===== src/rtl/addsub_result_fifo.sv =====
// Result buffer behind the 4-bit adder/subtractor: derives {V,N,Z,C} for each
// result and queues sum+flags in a show-ahead FIFO with valid/ready on both sides.
module addsub_result_fifo #(
  parameter int DEPTH = 4,
  parameter int PTR_W = 2
) (
  input  logic             clk,
  input  logic             rst_n,
  input  logic             in_valid,
  output logic             in_ready,
  input  logic             mode,
  input  logic [3:0]       sum,
  input  logic             carry,
  input  logic             a_msb,
  input  logic             b_msb,
  output logic             out_valid,
  input  logic             out_ready,
  output logic [3:0]       out_sum,
  output logic [3:0]       out_flags,
  output logic [PTR_W:0]   level,
  output logic [7:0]       ovf_cnt
);

  localparam logic [PTR_W:0] FULL_LEVEL = (PTR_W + 1)'(DEPTH);

  logic [7:0]       mem [DEPTH];
  logic [PTR_W-1:0] wr_ptr;
  logic [PTR_W-1:0] rd_ptr;
  logic             push;
  logic             pop;
  logic             flag_v;
  logic             flag_n;
  logic             flag_z;
  logic             flag_c;
  logic [7:0]       head;

  // Subtraction feeds ~B into the adder, so overflow needs A and B of opposite
  // sign, and the carry-out is the inverse of a borrow.
  always_comb begin
    flag_z = (sum == 4'b0000);
    flag_n = sum[3];
    flag_v = 1'b0;
    flag_c = 1'b0;
    if (mode) begin
      flag_v = (a_msb != b_msb) && (sum[3] != a_msb);
      flag_c = ~carry;
    end else begin
      flag_v = (a_msb == b_msb) && (sum[3] != a_msb);
      flag_c = carry;
    end
  end

  assign in_ready  = (level != FULL_LEVEL);
  assign out_valid = (level != '0);
  assign push      = in_valid && in_ready;
  assign pop       = out_valid && out_ready;

  always_ff @(posedge clk or negedge rst_n) begin
    if (!rst_n) begin
      wr_ptr  <= '0;
      rd_ptr  <= '0;
      level   <= '0;
      ovf_cnt <= '0;
    end else begin
      if (push) wr_ptr <= wr_ptr + 1'b1;
      if (pop)  rd_ptr <= rd_ptr + 1'b1;
      case ({push, pop})
        2'b10:   level <= level + 1'b1;
        2'b01:   level <= level - 1'b1;
        default: level <= level;
      endcase
      if (push && flag_v && (ovf_cnt != 8'hFF)) ovf_cnt <= ovf_cnt + 8'd1;
    end
  end

  // Storage needs no reset; the empty case masks stale contents on the outputs.
  always_ff @(posedge clk) begin
    if (push) mem[wr_ptr] <= {sum, flag_v, flag_n, flag_z, flag_c};
  end

  assign head      = mem[rd_ptr];
  assign out_sum   = out_valid ? head[7:4] : 4'b0000;
  assign out_flags = out_valid ? head[3:0] : 4'b0000;

endmodule


===== config.mk =====
export PLATFORM = sky130hd
export DESIGN_NAME = addsub_result_fifo
export DESIGN_NICKNAME = d
export VERILOG_FILES = /design/src/rtl/addsub_result_fifo.sv
export SDC_FILE = /design/constraint.sdc
export NUM_CORES = 1
export LEC_CHECK = 0
export CAP_MARGIN = 30
export CORE_MARGIN = 1
export CORE_UTILIZATION = 45
export CTS_CLUSTER_SIZE = 16
export DETAILED_ROUTE_END_ITERATION = 10
export GPL_ROUTABILITY_DRIVEN = 0
export PLACE_DENSITY = 0.72
export SETUP_SLACK_MARGIN = 0.2
export SYNTH_ARGS = -nofsm -noshare
export SYNTH_HDL_FRONTEND = slang
export SYNTH_SLANG_ARGS = --single-unit

===== constraint.sdc =====
create_clock -name clk -period 2 [get_ports clk]
set_input_delay 0.2 -clock clk [delete_from_list [all_inputs] [get_ports clk]]
set_output_delay 0.2 -clock clk [all_outputs]
set_load 0.02 [all_outputs]

==> results by group, run 1 <==
Clocking
  • Clock insertion delay at the later pin of the skew report: 0.29 ns
  • CTS hold repair buffers: 0
  • CTS H-tree depth: 2
  • Clock-pin slew of the registers on the worst-case setup and hold paths: 0.08 ns
  • Total clock buffers created by CTS: 5
  • Clock tree root driver cell: sky130_fd_sc_hd__clkbuf_8
  • Number of sinks on the clock net: 43
  • CTS tree: yes
  • Max clock buf depth: 2

Power
  • Cell internal power dissipation: 0.00266 W
  • PnR Total Power: 0.00402 W
  • Leakage power of the design: 1.10 nW
  • Combinational power share: 0.519
  • Net switching share of the total power: 0.338
  • Sw Pwr: 0.00136 W
  • Share of power burned in registers: 0.344
  • Worst supply voltage drop on vdd: 0.000586 V
  • Power density of the placed cells: 1490 nW/um^2
  • Clock power frac: 0.137

Synthesis
  • Sequential element share of the synthesized area: 0.611
  • Post-synthesis net count: 145
  • Average size of a mapped cell: 15.8 sq um
  • Unique cell type count in the Yosys netlist: 37
  • EDFF count, synth: 28
  • Area fraction of the dominant cell type after synthesis: 0.422
  • Ys async rst share: 0.349
  • Main synth FF type: sky130_fd_sc_hd__edfxtp_1
  • Count of state elements after synthesis: 43
  • Ys Warns: 0
  • Area contributors post-synth: sky130_fd_sc_hd__edfxtp_1 42%, sky130_fd_sc_hd__dfrtp_1 19%, sky130_fd_sc_hd__mux4_2 7.9%
  • Post-synthesis cell count: 126
  • Cell accounting for the most synthesized area: sky130_fd_sc_hd__edfxtp_1
  • Post-synthesis instance area: 1990 sq um

STA
  • Share of the clock period used by the worst path: 0.983
  • Remaining max-slew budget at the tightest pin: 0.525
  • Final hold violations: 0
  • Max-slew violation count: 0
  • Slew of the pin with the lowest slew margin: 0.710 ns
  • Final setup skew: 0.00461 ns
  • Max frequency: 0.509 GHz
  • Setup TNS: 0 ns
  • Post-route minimum period: 1.97 ns
  • Final setup vio count: 0
  • Setup repair after global routing missed its margin: yes

Routing
  • Number of violations reported at the end of detailed-routing iteration 0: 44
  • Routed via count divided by cell count: 5.15
  • DRC viols: 0
  • Vias after detailed routing: 1,189
  • Total length of routed wires: 3740 um
  • Per-cell routed wire length: 16.2 um
  • Number of search-and-repair iterations in the first detailed-routing pass: 4
  • Final ANT Viol Nets: 0

Worst setup path
  • Highest fanout seen on the critical path: 3
  • Depth of the worst register-to-register path: 8
  • Worst Path Arrival: 2.17 ns
  • Crit path capture type: register
  • Startpoint of the worst register-to-register path: level[0]
  • End of the worst register-to-register path: level[2]
  • Startpoint type of the worst setup path: register
  • Internal reg-to-reg setup slack: 0.03 ns
  • CP Class: register to register
  • Data required time of the critical path: 2.21 ns

Finish
  • Final core area utilization: 0.654
  • Number of inserted filler cells in the final layout: 289
  • Antenna diode instance count: 0
  • Layout Cells excl Fill: 231
  • Total Nets Final: 199
  • P&R area growth vs syn: 35.1%
  • Layout Cell Area excl Fill: 2690 sq um
  • Fraction of final layout cells sized beyond drive strength 1: 0.392

Worst hold path
  • Hold crit path type: primary input to async pin

Floorplan
  • Horizontal die dimension: 68.5 um
  • Area of the die: 4700 sq um
  • Starting utilization of the core area: 0.484
  • Top-Level Pins: 33
  • Cell Rows: 23
  • Std-Cell Core Area: 4120 sq um
  • Die outline height: 68.5 um

Placement
  • Port-buffer cells: 32
  • Detailed placement HPWL: 2570 um
  • Area post-placement: 2430 sq um
  • Cell count after placement: 211

GRT
  • Number of antenna violations at the first check in global routing: 0
  • Total congestion overflow after global routing: 0
  • Total Routing Usage GR: 0.178
  • Vias in the first global route: 1,196
  • Pin count of the biggest net entering global routing: 16
  • Wire length of the first global-routing pass: 5730 um

Outcome
  • Outcome: finished clean

Run
  • Max-cap check violation count: 0
## per-stage QoR
step	setup slack (ns)	hold WS (ns)
6_report	0.0345	0.334
5_1_grt	-0.0164	0.404
4_1_cts	0.0712	0.356
3_5_place_dp	-0.00552	0.482
3_3_place_gp	0.0872	0.470
2_1_floorplan	-0.0392	-0.0956
## logic make-up after synthesis
kind of cell | share of synthesized area
AO/OA/AOI/OAI | 0.0132
XOR/XNOR | 0.0565
adder cells (fa/ha/maj) | 0.0477
buffers and inverters | 0.0289
flip-flops | 0.611
multiplexers | 0.126
AND/OR/NAND/NOR | 0.117
## synth_stat cells (all sizes together), types with 3 or more instances
master,n
and2,8
and3,5
buf,3
dfrtp,15
edfxtp,28
ha,6
inv,7
mux2,5
mux4,7
nand2,6
nand3,3
nor3,3
xnor2,4
xor2,8
## cell usage in the layout (no fill, tap or decap), types with 5 or more instances in the layout
cell type,netlist,layout
sky130_fd_sc_hd__and2_4,0,8
sky130_fd_sc_hd__and3_1,5,5
sky130_fd_sc_hd__buf_4,1,12
sky130_fd_sc_hd__buf_6,1,15
sky130_fd_sc_hd__clkbuf_8,0,6
sky130_fd_sc_hd__clkdlybuf4s50_1,0,22
sky130_fd_sc_hd__dfrtp_1,15,12
sky130_fd_sc_hd__edfxtp_1,28,28
sky130_fd_sc_hd__ha_1,6,5
sky130_fd_sc_hd__inv_1,7,6
sky130_fd_sc_hd__mux4_2,7,7
sky130_fd_sc_hd__nand2_1,5,5
sky130_fd_sc_hd__xor2_1,8,7
## how the worst max path moves through the flow
stage / startpoint / end / slack (ns) / cells past startpoint
2_1_floorplan: level[0] / level[2] / -0.04 / 9
3_3_place_gp: level[0] / level[2] / 0.09 / 8
3_5_place_dp: level[0] / level[2] / -0.006 / 8
4_1_cts: rd_ptr[0] / out_flags[2] / 0.07 / 4
5_1_grt: level[0] / level[2] / -0.02 / 8
6_report: level[0] / level[2] / 0.03 / 8
## flip-flops by register name (all words and copies together), names as in the netlist
signal	count
ovf_cnt	8
rd_ptr	2
mem	28
wr_ptr	2
level	3
## per-layer routing
metal / global-route usage / wire (um)
met1: 0.215 / 1590
met2: 0.297 / 1970
met3: 0.0345 / 113
met4: 0.0990 / 57
met5: 0 / 0
## worst max-delay path, stage by stage, from the launching register on
cell	delay [ns]
sky130_fd_sc_hd__dfrtp_2	0.42
sky130_fd_sc_hd__or3b_4	0.44
sky130_fd_sc_hd__nand2_8	0.08
sky130_fd_sc_hd__ha_4	0.13
sky130_fd_sc_hd__inv_2	0.03
sky130_fd_sc_hd__fa_2	0.35
sky130_fd_sc_hd__xor2_2	0.16
sky130_fd_sc_hd__nor2_2	0.12
sky130_fd_sc_hd__xor2_1	0.16
## final cells by class
class / instances / area [sq um] / area share
well taps: 50 / 62.6 / 0.0232
multi-input cells: 71 / 788 / 0.293
flip-flops and latches: 43 / 1220 / 0.453
repair buffers: 52 / 504 / 0.187
clock inverters: 1 / 3.75 / 0.00139
clock buffers: 7 / 86.3 / 0.0321
inverters: 7 / 26.3 / 0.00976
## timing repair
| action | 4_1_cts | 5_1_grt |
|---|---|---|
| pin swaps | 3 | 9 |
| endpoints found under the setup margin | 12 | 13 |
| gates resized for setup | 31 | 45 |
| buffers inserted | 5 | 7 |
| endpoints found under the hold margin | 0 | 0 |
## power by group through the flow
stage | Combinational [W] | Clock (W) | Sequential (W)
2_1_floorplan | 0.00101 | 0 | 0.00143
3_3_place_gp | 0.00166 | 0 | 0.00138
3_5_place_dp | 0.00171 | 0 | 0.00140
4_1_cts | 0.00174 | 0.000561 | 0.00138
5_1_grt | 0.00225 | 0.000605 | 0.00142
6_report | 0.00209 | 0.000552 | 0.00138
Power figures use the tool's default switching activity.
==> run 2: changes to the inputs <==
PLACE_DENSITY = 0.77   (was 0.72)
==> run 2 against run 1 <==
Non-clock buffer count is 6 lower. Critical path type unchanged. First-iteration DRC count grew 70%. Core utilization shrank 0.88 points. Global-route usage grew 1.0 points. Clock skew shrank 0.0014 ns. Final cell count down 2.6%. Sequential power hardly changed. Total power fell by 1.4%.
==> results by group, run 2 (synthesis results as in run 1) <==
Outcome
  • Outcome: finished clean

Power
  • Combinational power share: 0.498 (-0.021)
  • Net switching share of the total power: 0.340 (+0.00217)
  • Cell internal power dissipation: 0.00262 W (-1.7%)
  • Worst supply voltage drop on vdd: 0.000843 V (+44%)
  • Share of power burned in registers: 0.349 (+0.005)
  • PnR Total Power: 0.00396 W (-1.4%)
  • Sw Pwr: 0.00135 W (-0.77%)
  • Power density of the placed cells: 1490 nW/um^2 (about the same)
  • Leakage power of the design: 1.07 nW (-2.4%)
  • Clock power frac: 0.152 (+0.015)

Finish
  • Total Nets Final: 193 (-3.0%)
  • Area occupied by registers: 1220 sq um (unchanged)
  • P&R area growth vs syn: 33.3%
  • Most frequent standard cell in the layout excluding fill and tap cells: sky130_fd_sc_hd__edfxtp_1
  • Top register by number of flip-flops: mem
  • Most frequent cells in the layout: 28 x sky130_fd_sc_hd__edfxtp_1, 22 x sky130_fd_sc_hd__clkdlybuf4s50_1, 12 x sky130_fd_sc_hd__buf_6, 12 x sky130_fd_sc_hd__dfrtp_1, 9 x sky130_fd_sc_hd__buf_4
  • Largest registers ranked by flip-flop count: mem (28), ovf_cnt (8), level (3)
  • Total area of multi-input combinational cells: 790 sq um (+0.16%)
  • Fraction of final layout cells sized beyond drive strength 1: 0.383 (-0.00941)
  • Layout Cell Area excl Fill: 2660 sq um (-1.3%)
  • Flip-flop count of the largest register after layout: 28 (unchanged)
  • Number of inserted filler cells in the final layout: 307 (+6.2%)
  • Antenna diode instance count: 0 (unchanged)

Worst setup path
  • Startpoint type of the worst setup path: register
  • Peak per-stage delay on the critical path: 0.44 ns (about the same)
  • Crit path capture type: register
  • Data required time of the critical path: 2.21 ns (about the same)
  • Critical-path cell list: or3b_4, nand2_8, ha_4, inv_2, fa_2, xor2_2, nor2_1, xor2_1
  • End of the worst register-to-register path: level[2]
  • Depth of the worst register-to-register path: 8 (unchanged)
  • Internal reg-to-reg setup slack: 0.06 ns (+0.02 ns)
  • Highest-delay cell along the critical path: sky130_fd_sc_hd__or3b_4
  • Worst Path Arrival: 2.15 ns (-0.02 ns)
  • Highest fanout seen on the critical path: 3 (unchanged)
  • Startpoint of the worst register-to-register path: level[1]
  • CP Class: register to register
  • Origin of the worst setup path: level[1]

Placement
  • Detailed placement HPWL: 2640 um (+2.8%)
  • Area post-placement: 2430 sq um (unchanged)
  • Post-placement worst setup slack: -0.00198 ns (+0.00354 ns)
  • Port-buffer cells: 32 (unchanged)

Clocking
  • Clock tree root driver cell: sky130_fd_sc_hd__clkbuf_8
  • Total clock buffers created by CTS: 5 (unchanged)
  • Max clock buf depth: 2 (unchanged)
  • Clock-pin slew of the registers on the worst-case setup and hold paths: 0.08 ns (about the same)
  • CTS tree: yes
  • Number of sinks on the clock net: 43 (unchanged)
  • CTS hold repair buffers: 0 (unchanged)
  • Clock insertion delay at the later pin of the skew report: 0.29 ns (about the same)
  • CTS H-tree depth: 2 (unchanged)

STA
  • Setup slack of the critical path after layout: 0.0581 ns (+0.0236 ns)
  • Setup TNS: 0 ns (unchanged)
  • Slew of the pin with the lowest slew margin: 0.727 ns (+0.0168 ns)
  • Post-route minimum period: 1.94 ns (-0.0236 ns)
  • Final hold violations: 0 (unchanged)
  • Max frequency: 0.515 GHz (+1.2%)
  • Share of the clock period used by the worst path: 0.971 (-0.0118)
  • Setup repair after global routing missed its margin: yes
  • Final setup vio count: 0 (unchanged)
  • Worst slack on hold paths: 0.333 ns (-0.00116 ns)
  • Remaining max-slew budget at the tightest pin: 0.514 (-0.0112)
  • Final setup skew: 0.00321 ns (-0.00140 ns)
  • Max-slew violation count: 0 (unchanged)

GRT
  • Vias in the first global route: 1,288 (+7.7%)
  • Wire length of the first global-routing pass: 5980 um (+4.3%)
  • Number of antenna violations at the first check in global routing: 0 (unchanged)
  • Total Routing Usage GR: 0.188 (+0.0103)
  • Total congestion overflow after global routing: 0 (unchanged)
  • Pin count of the biggest net entering global routing: 16 (unchanged)

Floorplan
  • Die outline height: 68.5 um (unchanged)
  • Horizontal die dimension: 68.5 um (unchanged)
  • Cell Rows: 23 (unchanged)
  • Area of the die: 4700 sq um (unchanged)
  • Starting utilization of the core area: 0.484 (unchanged)
  • Top-Level Pins: 33 (unchanged)
  • Std-Cell Core Area: 4120 sq um (unchanged)

Run
  • Max-cap check violation count: 0 (unchanged)

Worst hold path
  • Hold crit path type: primary input to async pin

Routing
  • Number of search-and-repair iterations in the first detailed-routing pass: 4 (unchanged)
  • Total length of routed wires: 3740 um (about the same)
  • Vias after detailed routing: 1,139 (-4.2%)
  • Number of violations reported at the end of detailed-routing iteration 0: 75 (+70%)
  • Per-cell routed wire length: 16.6 um (+2.7%)
  • DRC viols: 0 (unchanged)
  • Routed via count divided by cell count: 5.06 (-1.7%)
  • Final ANT Viol Nets: 0 (unchanged)
[run 2: power by group through the flow]
| stage | clock [W] | sequential (W) | combinational, W |
|---|---|---|---|
| global placement | 0 | 0.00138 | 0.00165 |
| floorplan | 0 | 0.00143 | 0.00101 |
| global route | 0.000644 | 0.00142 | 0.00214 |
| CTS | 0.000609 | 0.00139 | 0.00193 |
| finish | 0.000603 | 0.00139 | 0.00198 |
| detailed placement | 0 | 0.00140 | 0.00172 |
[run 2: cell type report]
type / count / share of cell area
Clock buffer: 7 / 0.0363
Timing Repair Buffer: 46 / 0.171
Multi-Input combinational cell: 71 / 0.297
Inverter: 7 / 0.00990
Clock inverter: 1 / 0.00283
Tap cell: 50 / 0.0236
Sequential cell: 43 / 0.459
[run 2: worst max path at each step]
stage	endpoint	depth (start not counted)
2_1_floorplan	level[2]	9
3_3_place_gp	level[2]	8
3_5_place_dp	level[2]	8
4_1_cts	level[2]	8
5_1_grt	level[2]	8
6_report	level[2]	8
[run 2: critical path: cells and delay by family (launching register included)]
family                   cells  cell delay (ns)
adder cells (fa/ha/maj)      2             0.47
buffers and inverters        1             0.03
AND/OR/NAND/NOR              3             0.63
flip-flops                   1             0.42
XOR/XNOR                     2             0.31
[run 2: repair_timing]
item / in CTS / in global routing
setup buffers: 6 / 0
pin swaps: 11 / 3
endpoints found under the setup margin: 12 / 13
resized for setup: 60 / 11
[run 2: routing by layer]
| metal | global-route usage | routed length [um] | up-vias |
|---|---|---|---|
| met3 | 0.0592 | 140 | 5 |
| met5 | 0 | 0 | - |
| li1 | - | - | 547 |
| met2 | 0.353 | 2060 | 27 |
| met1 | 0.190 | 1490 | 560 |
| met4 | 0.0755 | 46 | 0 |
[run 2: through the flow]
step / util / instances
floorplan: - / 126
global placement: 0.591 / 211
detailed placement: 0.591 / 211
CTS: 0.638 / 225
global route: 0.645 / 225
finish: 0.645 / 225
==> run 3: changes to the inputs <==
ABC_AREA = 0   (was unset)
==> results of run 3 <==
Final layout, timing and power as in run 2 (identical DEF).
